`src/rtl/sha256_pkg.sv`:
```
// SHA-256 constants, FSM state encoding and the bitwise helper functions.
// Shared by the streaming engine and its round datapath.
package sha256_pkg;

    typedef enum logic [2:0] {IDLE, READ, COMPUTE, UPDATE, WRITE} state_t;

    typedef struct packed {
        logic [31:0] a, b, c, d, e, f, g, h;
    } work_t;

    localparam logic [31:0] H_IV [0:7] = '{
        32'h6a09e667, 32'hbb67ae85, 32'h3c6ef372, 32'ha54ff53a,
        32'h510e527f, 32'h9b05688c, 32'h1f83d9ab, 32'h5be0cd19
    };

    localparam logic [31:0] K [0:63] = '{
        32'h428a2f98, 32'h71374491, 32'hb5c0fbcf, 32'he9b5dba5, 32'h3956c25b, 32'h59f111f1, 32'h923f82a4, 32'hab1c5ed5,
        32'hd807aa98, 32'h12835b01, 32'h243185be, 32'h550c7dc3, 32'h72be5d74, 32'h80deb1fe, 32'h9bdc06a7, 32'hc19bf174,
        32'he49b69c1, 32'hefbe4786, 32'h0fc19dc6, 32'h240ca1cc, 32'h2de92c6f, 32'h4a7484aa, 32'h5cb0a9dc, 32'h76f988da,
        32'h983e5152, 32'ha831c66d, 32'hb00327c8, 32'hbf597fc7, 32'hc6e00bf3, 32'hd5a79147, 32'h06ca6351, 32'h14292967,
        32'h27b70a85, 32'h2e1b2138, 32'h4d2c6dfc, 32'h53380d13, 32'h650a7354, 32'h766a0abb, 32'h81c2c92e, 32'h92722c85,
        32'ha2bfe8a1, 32'ha81a664b, 32'hc24b8b70, 32'hc76c51a3, 32'hd192e819, 32'hd6990624, 32'hf40e3585, 32'h106aa070,
        32'h19a4c116, 32'h1e376c08, 32'h2748774c, 32'h34b0bcb5, 32'h391c0cb3, 32'h4ed8aa4a, 32'h5b9cca4f, 32'h682e6ff3,
        32'h748f82ee, 32'h78a5636f, 32'h84c87814, 32'h8cc70208, 32'h90befffa, 32'ha4506ceb, 32'hbef9a3f7, 32'hc67178f2
    };

    function automatic logic [31:0] rightrotate(input logic [31:0] x, input logic [4:0] n);
        return (x >> n) | (x << (6'd32 - {1'b0, n}));
    endfunction

    function automatic logic [31:0] Sigma0(input logic [31:0] x);
        return rightrotate(x, 5'd2) ^ rightrotate(x, 5'd13) ^ rightrotate(x, 5'd22);
    endfunction

    function automatic logic [31:0] Sigma1(input logic [31:0] x);
        return rightrotate(x, 5'd6) ^ rightrotate(x, 5'd11) ^ rightrotate(x, 5'd25);
    endfunction

    function automatic logic [31:0] sigma0(input logic [31:0] x);
        return rightrotate(x, 5'd7) ^ rightrotate(x, 5'd18) ^ (x >> 3);
    endfunction

    function automatic logic [31:0] sigma1(input logic [31:0] x);
        return rightrotate(x, 5'd17) ^ rightrotate(x, 5'd19) ^ (x >> 10);
    endfunction

    function automatic logic [31:0] ch(input logic [31:0] x, input logic [31:0] y, input logic [31:0] z);
        return (x & y) ^ (~x & z);
    endfunction

    function automatic logic [31:0] maj(input logic [31:0] x, input logic [31:0] y, input logic [31:0] z);
        return (x & y) ^ (x & z) ^ (y & z);
    endfunction

endpackage

```
`src/rtl/sha256_round.sv`:
```
// One SHA-256 compression round, purely combinational.
// Latency 0; no flow control, the caller registers the result.
module sha256_round
    import sha256_pkg::*;
(
    input  work_t       i_v,
    input  logic [31:0] i_w,
    input  logic [31:0] i_k,
    output work_t       o_v
);

    logic [31:0] w_t1;
    logic [31:0] w_t2;

    assign w_t1 = i_v.h + Sigma1(i_v.e) + ch(i_v.e, i_v.f, i_v.g) + i_k + i_w;
    assign w_t2 = Sigma0(i_v.a) + maj(i_v.a, i_v.b, i_v.c);

    assign o_v = {w_t1 + w_t2, i_v.a, i_v.b, i_v.c, i_v.d + w_t1, i_v.e, i_v.f, i_v.g};

endmodule

```
`src/rtl/sha256_stream.sv`:
```
// Streams a NUM_OF_WORDS-word message from memory through SHA-256 and writes the 8-word digest back.
// Latency 82*NUM_BLOCKS+8 cycles start-to-done; no backpressure, memory assumed to return data one cycle after the address.
module sha256_stream
    import sha256_pkg::*;
#(
    parameter int NUM_OF_WORDS = 20
)
(
    input  logic        clk,
    input  logic        reset_n,
    input  logic        start,
    input  logic [15:0] message_addr,
    input  logic [15:0] output_addr,
    output logic        done,
    output logic        mem_clk,
    output logic        mem_we,
    output logic [15:0] mem_addr,
    output logic [31:0] mem_write_data,
    input  logic [31:0] mem_read_data
);

    localparam int          NUM_BLOCKS = (NUM_OF_WORDS + 3 + 15) / 16;
    localparam logic [15:0] LAST_BLK   = 16'(NUM_BLOCKS - 1);
    localparam logic [15:0] MSG_WORDS  = 16'(NUM_OF_WORDS);
    localparam logic [31:0] MSG_BITS   = 32'(NUM_OF_WORDS * 32);

    state_t      r_state, w_state_nxt;
    logic [6:0]  r_cnt, w_cnt_nxt;
    logic [15:0] r_blk;
    logic [15:0] r_msg_addr;
    logic [15:0] r_out_addr;
    logic [15:0] r_addr_hold;
    logic [31:0] r_h [0:7];
    logic [31:0] r_win [0:15];
    work_t       r_v, w_v_nxt;

    logic        w_last_blk;
    logic [3:0]  w_k;
    logic [15:0] w_g;
    logic [31:0] w_word;
    logic [31:0] w_sched;
    logic [31:0] w_h_new [0:7];

    assign w_last_blk = (r_blk == LAST_BLK);

    always_comb begin
        w_state_nxt = r_state;
        w_cnt_nxt   = r_cnt + 7'd1;
        case (r_state)
            IDLE: begin
                w_cnt_nxt = '0;
                if (start) w_state_nxt = READ;
            end
            READ: begin
                if (r_cnt == 7'd16) begin
                    w_state_nxt = COMPUTE;
                    w_cnt_nxt   = '0;
                end
            end
            COMPUTE: begin
                if (r_cnt == 7'd63) begin
                    w_state_nxt = UPDATE;
                    w_cnt_nxt   = '0;
                end
            end
            UPDATE: begin
                w_cnt_nxt   = '0;
                w_state_nxt = w_last_blk ? WRITE : READ;
            end
            WRITE: begin
                if (r_cnt == 7'd7) begin
                    w_state_nxt = IDLE;
                    w_cnt_nxt   = '0;
                end
            end
            default: begin
                w_state_nxt = IDLE;
                w_cnt_nxt   = '0;
            end
        endcase
    end

    assign done    = (r_state == IDLE);
    assign mem_clk = clk;
    assign mem_we  = (r_state == WRITE);

    always_comb begin
        mem_addr       = r_addr_hold;
        mem_write_data = '0;
        if (r_state == READ && r_cnt < 7'd16) begin
            mem_addr = r_msg_addr + {r_blk[11:0], 4'b0000} + {12'b0, r_cnt[3:0]};
        end else if (r_state == WRITE) begin
            mem_addr       = r_out_addr + {13'b0, r_cnt[2:0]};
            mem_write_data = r_h[r_cnt[2:0]];
        end
    end

    // Word k of the block arrives one cycle after its address, so it is captured at r_cnt = k+1.
    assign w_k = 4'(r_cnt - 7'd1);
    assign w_g = {r_blk[11:0], 4'b0000} + {12'b0, w_k};

    always_comb begin
        w_word = '0;
        if (w_g < MSG_WORDS) begin
            w_word = mem_read_data;
        end else if (w_g == MSG_WORDS) begin
            w_word = 32'h8000_0000;
        end else if (w_last_blk && w_k == 4'd15) begin
            w_word = MSG_BITS;
        end
    end

    // Window holds W[t..t+15]; this yields W[t+16] for the entry shifted in.
    assign w_sched = sigma1(r_win[14]) + r_win[9] + sigma0(r_win[1]) + r_win[0];

    always_comb begin
        for (int i = 0; i < 8; i++) begin
            w_h_new[i] = r_h[i] + r_v[255 - 32*i -: 32];
        end
    end

    sha256_round u_round (
        .i_v (r_v),
        .i_w (r_win[0]),
        .i_k (K[r_cnt[5:0]]),
        .o_v (w_v_nxt)
    );

    always_ff @(posedge clk or negedge reset_n) begin
        if (!reset_n) begin
            r_state     <= IDLE;
            r_cnt       <= '0;
            r_blk       <= '0;
            r_msg_addr  <= '0;
            r_out_addr  <= '0;
            r_addr_hold <= '0;
        end else begin
            r_state     <= w_state_nxt;
            r_cnt       <= w_cnt_nxt;
            r_addr_hold <= mem_addr;
            if (r_state == IDLE && start) begin
                r_msg_addr <= message_addr;
                r_out_addr <= output_addr;
                r_blk      <= '0;
            end else if (r_state == UPDATE && !w_last_blk) begin
                r_blk <= r_blk + 16'd1;
            end
        end
    end

    always_ff @(posedge clk) begin
        case (r_state)
            IDLE: begin
                if (start) begin
                    for (int i = 0; i < 8; i++) r_h[i] <= H_IV[i];
                    r_v <= {H_IV[0], H_IV[1], H_IV[2], H_IV[3], H_IV[4], H_IV[5], H_IV[6], H_IV[7]};
                end
            end
            READ: begin
                if (r_cnt != 7'd0) begin
                    for (int i = 0; i < 15; i++) r_win[i] <= r_win[i+1];
                    r_win[15] <= w_word;
                end
            end
            COMPUTE: begin
                r_v <= w_v_nxt;
                for (int i = 0; i < 15; i++) r_win[i] <= r_win[i+1];
                r_win[15] <= w_sched;
            end
            UPDATE: begin
                for (int i = 0; i < 8; i++) r_h[i] <= w_h_new[i];
                r_v <= {w_h_new[0], w_h_new[1], w_h_new[2], w_h_new[3],
                        w_h_new[4], w_h_new[5], w_h_new[6], w_h_new[7]};
            end
            default: ;
        endcase
    end

endmodule

```
`config.mk`:
```
export PLATFORM = sky130hd
export DESIGN_NAME = sha256_stream
export DESIGN_NICKNAME = d
export VERILOG_FILES = /design/src/rtl/sha256_pkg.sv /design/src/rtl/sha256_round.sv /design/src/rtl/sha256_stream.sv
export SDC_FILE = /design/constraint.sdc
export NUM_CORES = 2
export LEC_CHECK = 0
export ABC_AREA = 1
export BUFFER_PORTS_ARGS = -buffer_cell sky130_fd_sc_hd__buf_2
export CAP_MARGIN = 20
export CELL_PAD_IN_SITES_DETAIL_PLACEMENT = 0
export CELL_PAD_IN_SITES_GLOBAL_PLACEMENT = 2
export CORE_ASPECT_RATIO = 0.7
export CORE_MARGIN = 1.5
export CORE_UTILIZATION = 29
export DETAILED_ROUTE_END_ITERATION = 10
export GPL_TIMING_DRIVEN = 0
export PLACE_DENSITY_LB_ADDON = 0.1
export SETUP_SLACK_MARGIN = 0.15
export SYNTH_ARGS = -nofsm -noshare
export SYNTH_HDL_FRONTEND = slang
export SYNTH_HIERARCHICAL = 1
export SYNTH_SLANG_ARGS = --single-unit
```
`constraint.sdc`:
```
create_clock -name clk -period 20.8 [get_ports clk]
set_input_delay 6.24 -clock clk [delete_from_list [all_inputs] [get_ports clk]]
set_output_delay 6.24 -clock clk [all_outputs]
set_load 0.005 [all_outputs]
```
After elaboration in Yosys (flattened, before gate mapping)
Memories as Yosys holds them, arrays and structs flattened. Index checks and enable logic that the tools add are counted.

Bits in registers: 330. Bits in latches: 0. RAM bits: 768. ROM bits: 2048. Bits of input ports: 67. Output and inout bits: 51. Logic and storage cells: 179. Memories: 3.

Memory list: (name not given) (words 64, width 32, read ports 1, clocked after Yosys merged registers in 0, write ports 0, RTL line sha256_stream.sv:125) `.i_k (K[r_cnt[5:0]]),`; r_win (words 16, width 32, read ports 16, clocked after Yosys merged registers in 0, write ports 16, RTL line sha256_stream.sv:34) `logic [31:0] r_win [0:15];`; r_h (words 8, width 32, read ports 9, clocked after Yosys merged registers in 0, write ports 8, RTL line sha256_stream.sv:33) `logic [31:0] r_h [0:7];`.

Add/sub/neg operators: 25. Multiply operators: 0. Divide/modulo/power cells: 0. $lt $le $gt $ge: 3. Eq/ne operators: 14. Shift-type cells: 0. Muxes and demuxes: 57. Bitwise operators: 52. Reduce and logical (&&, ||, !) cells: 11.

Operators by type and width (count): $mux W32 (30); $pmux W256 S3 (1); $add A32 B32 Y32 (18); $xor A32 B32 Y32 (9); $mux W256 (1); $and A32 B32 Y32 (5); $mux W16 (4); $add A16 B4 Y16 (2); $not A32 Y32 (1); $or A10 B32 Y32 (1); $or A13 B32 Y32 (1); $or A14 B32 Y32 (1); $or A15 B32 Y32 (1); $or A19 B32 Y32 (1); $or A21 B32 Y32 (1); $or A25 B32 Y32 (1); $or A26 B32 Y32 (1); $or A30 B32 Y32 (1); $or A7 B32 Y32 (1); $xor A32 B22 Y32 (1); $xor A32 B29 Y32 (1); $or A1 B1 Y1 (24); $mux W7 (3); $pmux W7 S3 (1); other kinds (32) (51).

Longest topological paths before layout
Depth in word-level cells: 9. Mapped depth: 45. Gate-level depth less buffers: 42.

Modules after synthesis
The synthesis kept the hierarchy.

Modules (own cells, without submodules): sha256_stream (times used 1, cells each 8747, area an instance 69255.2 µm², seq. area each 32601.3 µm²); sha256_round (times used 1, cells each 1817, area an instance 12504.5 µm², seq. area each 0.0 µm²).

==> impl_metrics.toml <==
[routing]
routed_wl_mm = 438
drc = 0
wl_per_cell_um = 29.7
via_per_inst = 5.10
vias = 75100
final_antenna_net_count = 0
drtIter0Drc = 9981
dr.pass1.iters = 6

[timing]
slew_headroom = 0.105
worst_slew_pin_slew_ns = 1.34
fin_ws_ns = 3.69
skew_ns = 0.108
hold_viol = 0
fin_setup_tns_ns = 0
rsz0062_at_grt = "no"
setup_viol = 0
timing.hold.ws_ns = 0.345
slew_violations = 0

[hold_path]
min_path_type = "reg -> reg"

[power]
ir_drop_mv = 0.0594
power_mw = 5.05
leakage_nw = 46.0
power.density_nw_per_um2 = 54.3

[layout]
layout.nets = 11600
final_cell_count_no_fill = 14700
area_delta_synth_final_pct = 13.7
nFillCells = 30200
drive_gt1_frac = 0.0770

[logic_synthesis]
ys_seq_area_frac = 0.399
synthCells = 10600
ys_seq_elements = 1098
synth_common_cells = "nand2_1 (3,552), inv_1 (1,727), edfxtp_1 (1,024), nor2_1 (659), a21oi_1 (630)"
yosysMostFrequentCell = "nand2_1"
ys_async_sr_fraction = 0.0674
ys_warn_count = 6
synth-edff-count = 1024
postSynthAreaPerCell_um2 = 7.74
synth.distinct_cells = 67
synth_top_area_share = 0.376
syn_area_um2 = 81800
netlist_top_cells_area = "edfxtp_1 (38%), nand2_1 (16%), inv_1 (7.9%)"
yosysTopAreaCell = "edfxtp_1"
synth_top_flop_cell = "edfxtp_1"
synth_nets = 11200

[worst_setup_path]
crit_path_start_kind = "clock port"
crit_required_ns = 14.56
path_class = "clk -> out"
crit_fanout = 2
cp_data_arrival_time_ns = 10.87
cp-end-kind = "primary output"

[place]
io_buffers = 117
dp_hpwl_mm = 365
place_inst = 14400
gp_congestion = 0.984
pre_cts_slack_ns = 3.95

[global_routing]
first_global_vias = 68700
overflow = 0
track_usage = 0.300
grt_pass1_wl_mm = 584
grt_max_degree = 99
antenna_found_initial = 51

[clock_network]
clk_pin_slew_ns = 0.06
cts_resized = 0
clk_latency_ns = 0.98
cts_tree = "built"
cts_hold_buf = 0
cts_setup_buffers = 0

[run]
maxCapViolations = 0

[floorplan]
die-area_um2 = 285000
dieWidth_um = 638
coreArea_um2 = 279000
start_util = 0.293
pin_count = 118
rows = 162
die_height_um = 447

[run_status]
outcome = "finished clean"
final timing paths:
check	slack, ns	startpoint	endpoint	cells past startpoint
max reg2reg	8.62	r_cnt[1]$_DFF_PN0_	r_v[254]$_DFFE_PP_	35
min in group asynchronous	5.15	reset_n	r_msg_addr[15]$_DFFE_PN0P_	1
min reg2reg	0.34	r_win[0][213]$_DFFE_PP_	r_win[0][181]$_DFFE_PP_	0
max in group asynchronous	15.03	reset_n	r_out_addr[0]$_DFFE_PN0P_	2
max	3.69	clk	mem_clk	4
min	0.34	r_win[0][213]$_DFFE_PP_	r_win[0][181]$_DFFE_PP_	0
registers in the layout, indices dropped and copies added (netlist names):
signal	count
r_state	3
r_v	256
r_addr_hold	16
r_h	256
r_msg_addr	16
r_cnt	7
r_blk	16
r_out_addr	16
r_win	512
final cells by class:
class / instances / area (µm²) / share of cell area
Timing Repair Buffer: 188 / 1600 / 0.0172
Buffer: 411 / 2450 / 0.0264
Multi-Input combinational cell: 7311 / 40200 / 0.433
Tap cell: 3690 / 4620 / 0.0497
Clock inverter: 83 / 1000 / 0.0108
Antenna cell: 29 / 72.6 / 0.000781
Inverter: 1744 / 6550 / 0.0705
Clock buffer: 168 / 3840 / 0.0413
Sequential cell: 1098 / 32600 / 0.351
power by group:
part / switching (mW) / leakage (nW) / total, mW / internal, mW
combinational: 0.00520 / 31.4 / 0.0101 / 0.00490
sequential: 0 / 12.2 / 2.38 / 2.38
clock: 1.09 / 2.34 / 2.66 / 1.57
worst max-delay path, stage by stage:
cell and delay, ns:
clkbuf_16 0.12, clkbuf_16 0.12, buf_4 0.11, buf_2 0.11
metrics by stage:
| stage | utilization | area (µm²) |
|---|---|---|
| after CTS | 0.332 | 92800 |
| after global placement | 0.311 | 87000 |
| after detailed placement | 0.315 | 88000 |
| final | 0.333 | 93000 |
| after global routing | 0.333 | 92900 |
| after floorplan | - | 81800 |
cells in the final DEF, fill, tap and decap left out, types with 13 or more instances in the layout:
cell type,synthesis,layout
bufinv_16,0,19
buf_1,18,17
a21oi_1,630,630
or2_2,41,41
nor3_1,98,98
o211ai_1,25,25
buf_16,0,15
buf_4,207,233
ha_1,412,412
nor2_1,659,659
nand3_1,546,546
nand4_1,84,84
buf_2,80,198
o31ai_1,13,13
maj3_1,31,31
dfrtp_1,74,74
edfxtp_1,1024,1024
nand3b_1,35,35
mux2i_1,23,23
inv_1,1727,1726
o221ai_1,14,14
clkinvlp_4,0,13
nand2_2,23,23
nand2_1,3552,3550
and2_1,25,25
fa_1,197,197
clkinv_1,2,15
inv_2,15,15
o21ai_0,295,292
diode_2,0,29
o21bai_1,30,30
clkbuf_1,99,109
xnor2_1,189,186
a31oi_1,16,16
clkinv_2,0,15
xor2_1,196,194
buf_6,3,20
a21o_1,55,55
clkbuf_16,0,150
cells by family (layout without fill, tap and decap cells):
kind of cell / after synthesis / in the layout / synth area share
AND/OR/NAND/NOR: 5109 / 5109 / 0.254
multiplexers: 31 / 31 / 0.00392
adder cells (fa/ha/maj): 640 / 640 / 0.115
AO/OA/AOI/OAI: 1146 / 1146 / 0.0771
flip-flops: 1098 / 1098 / 0.399
other: 0 / 29 / 0
XOR/XNOR: 385 / 385 / 0.0412
buffers and inverters: 2155 / 2594 / 0.110
metal layers:
layer	GRT usage	vias up	part of all wire
met1	0.502	37000	0.53
met2	0.362	3502	0.34
met5	0	-	0.000062
met4	0.0478	4	0.016
met3	0.0868	299	0.11
li1	-	34300	-
No activity file was read; power rests on OpenSTA's default activity.
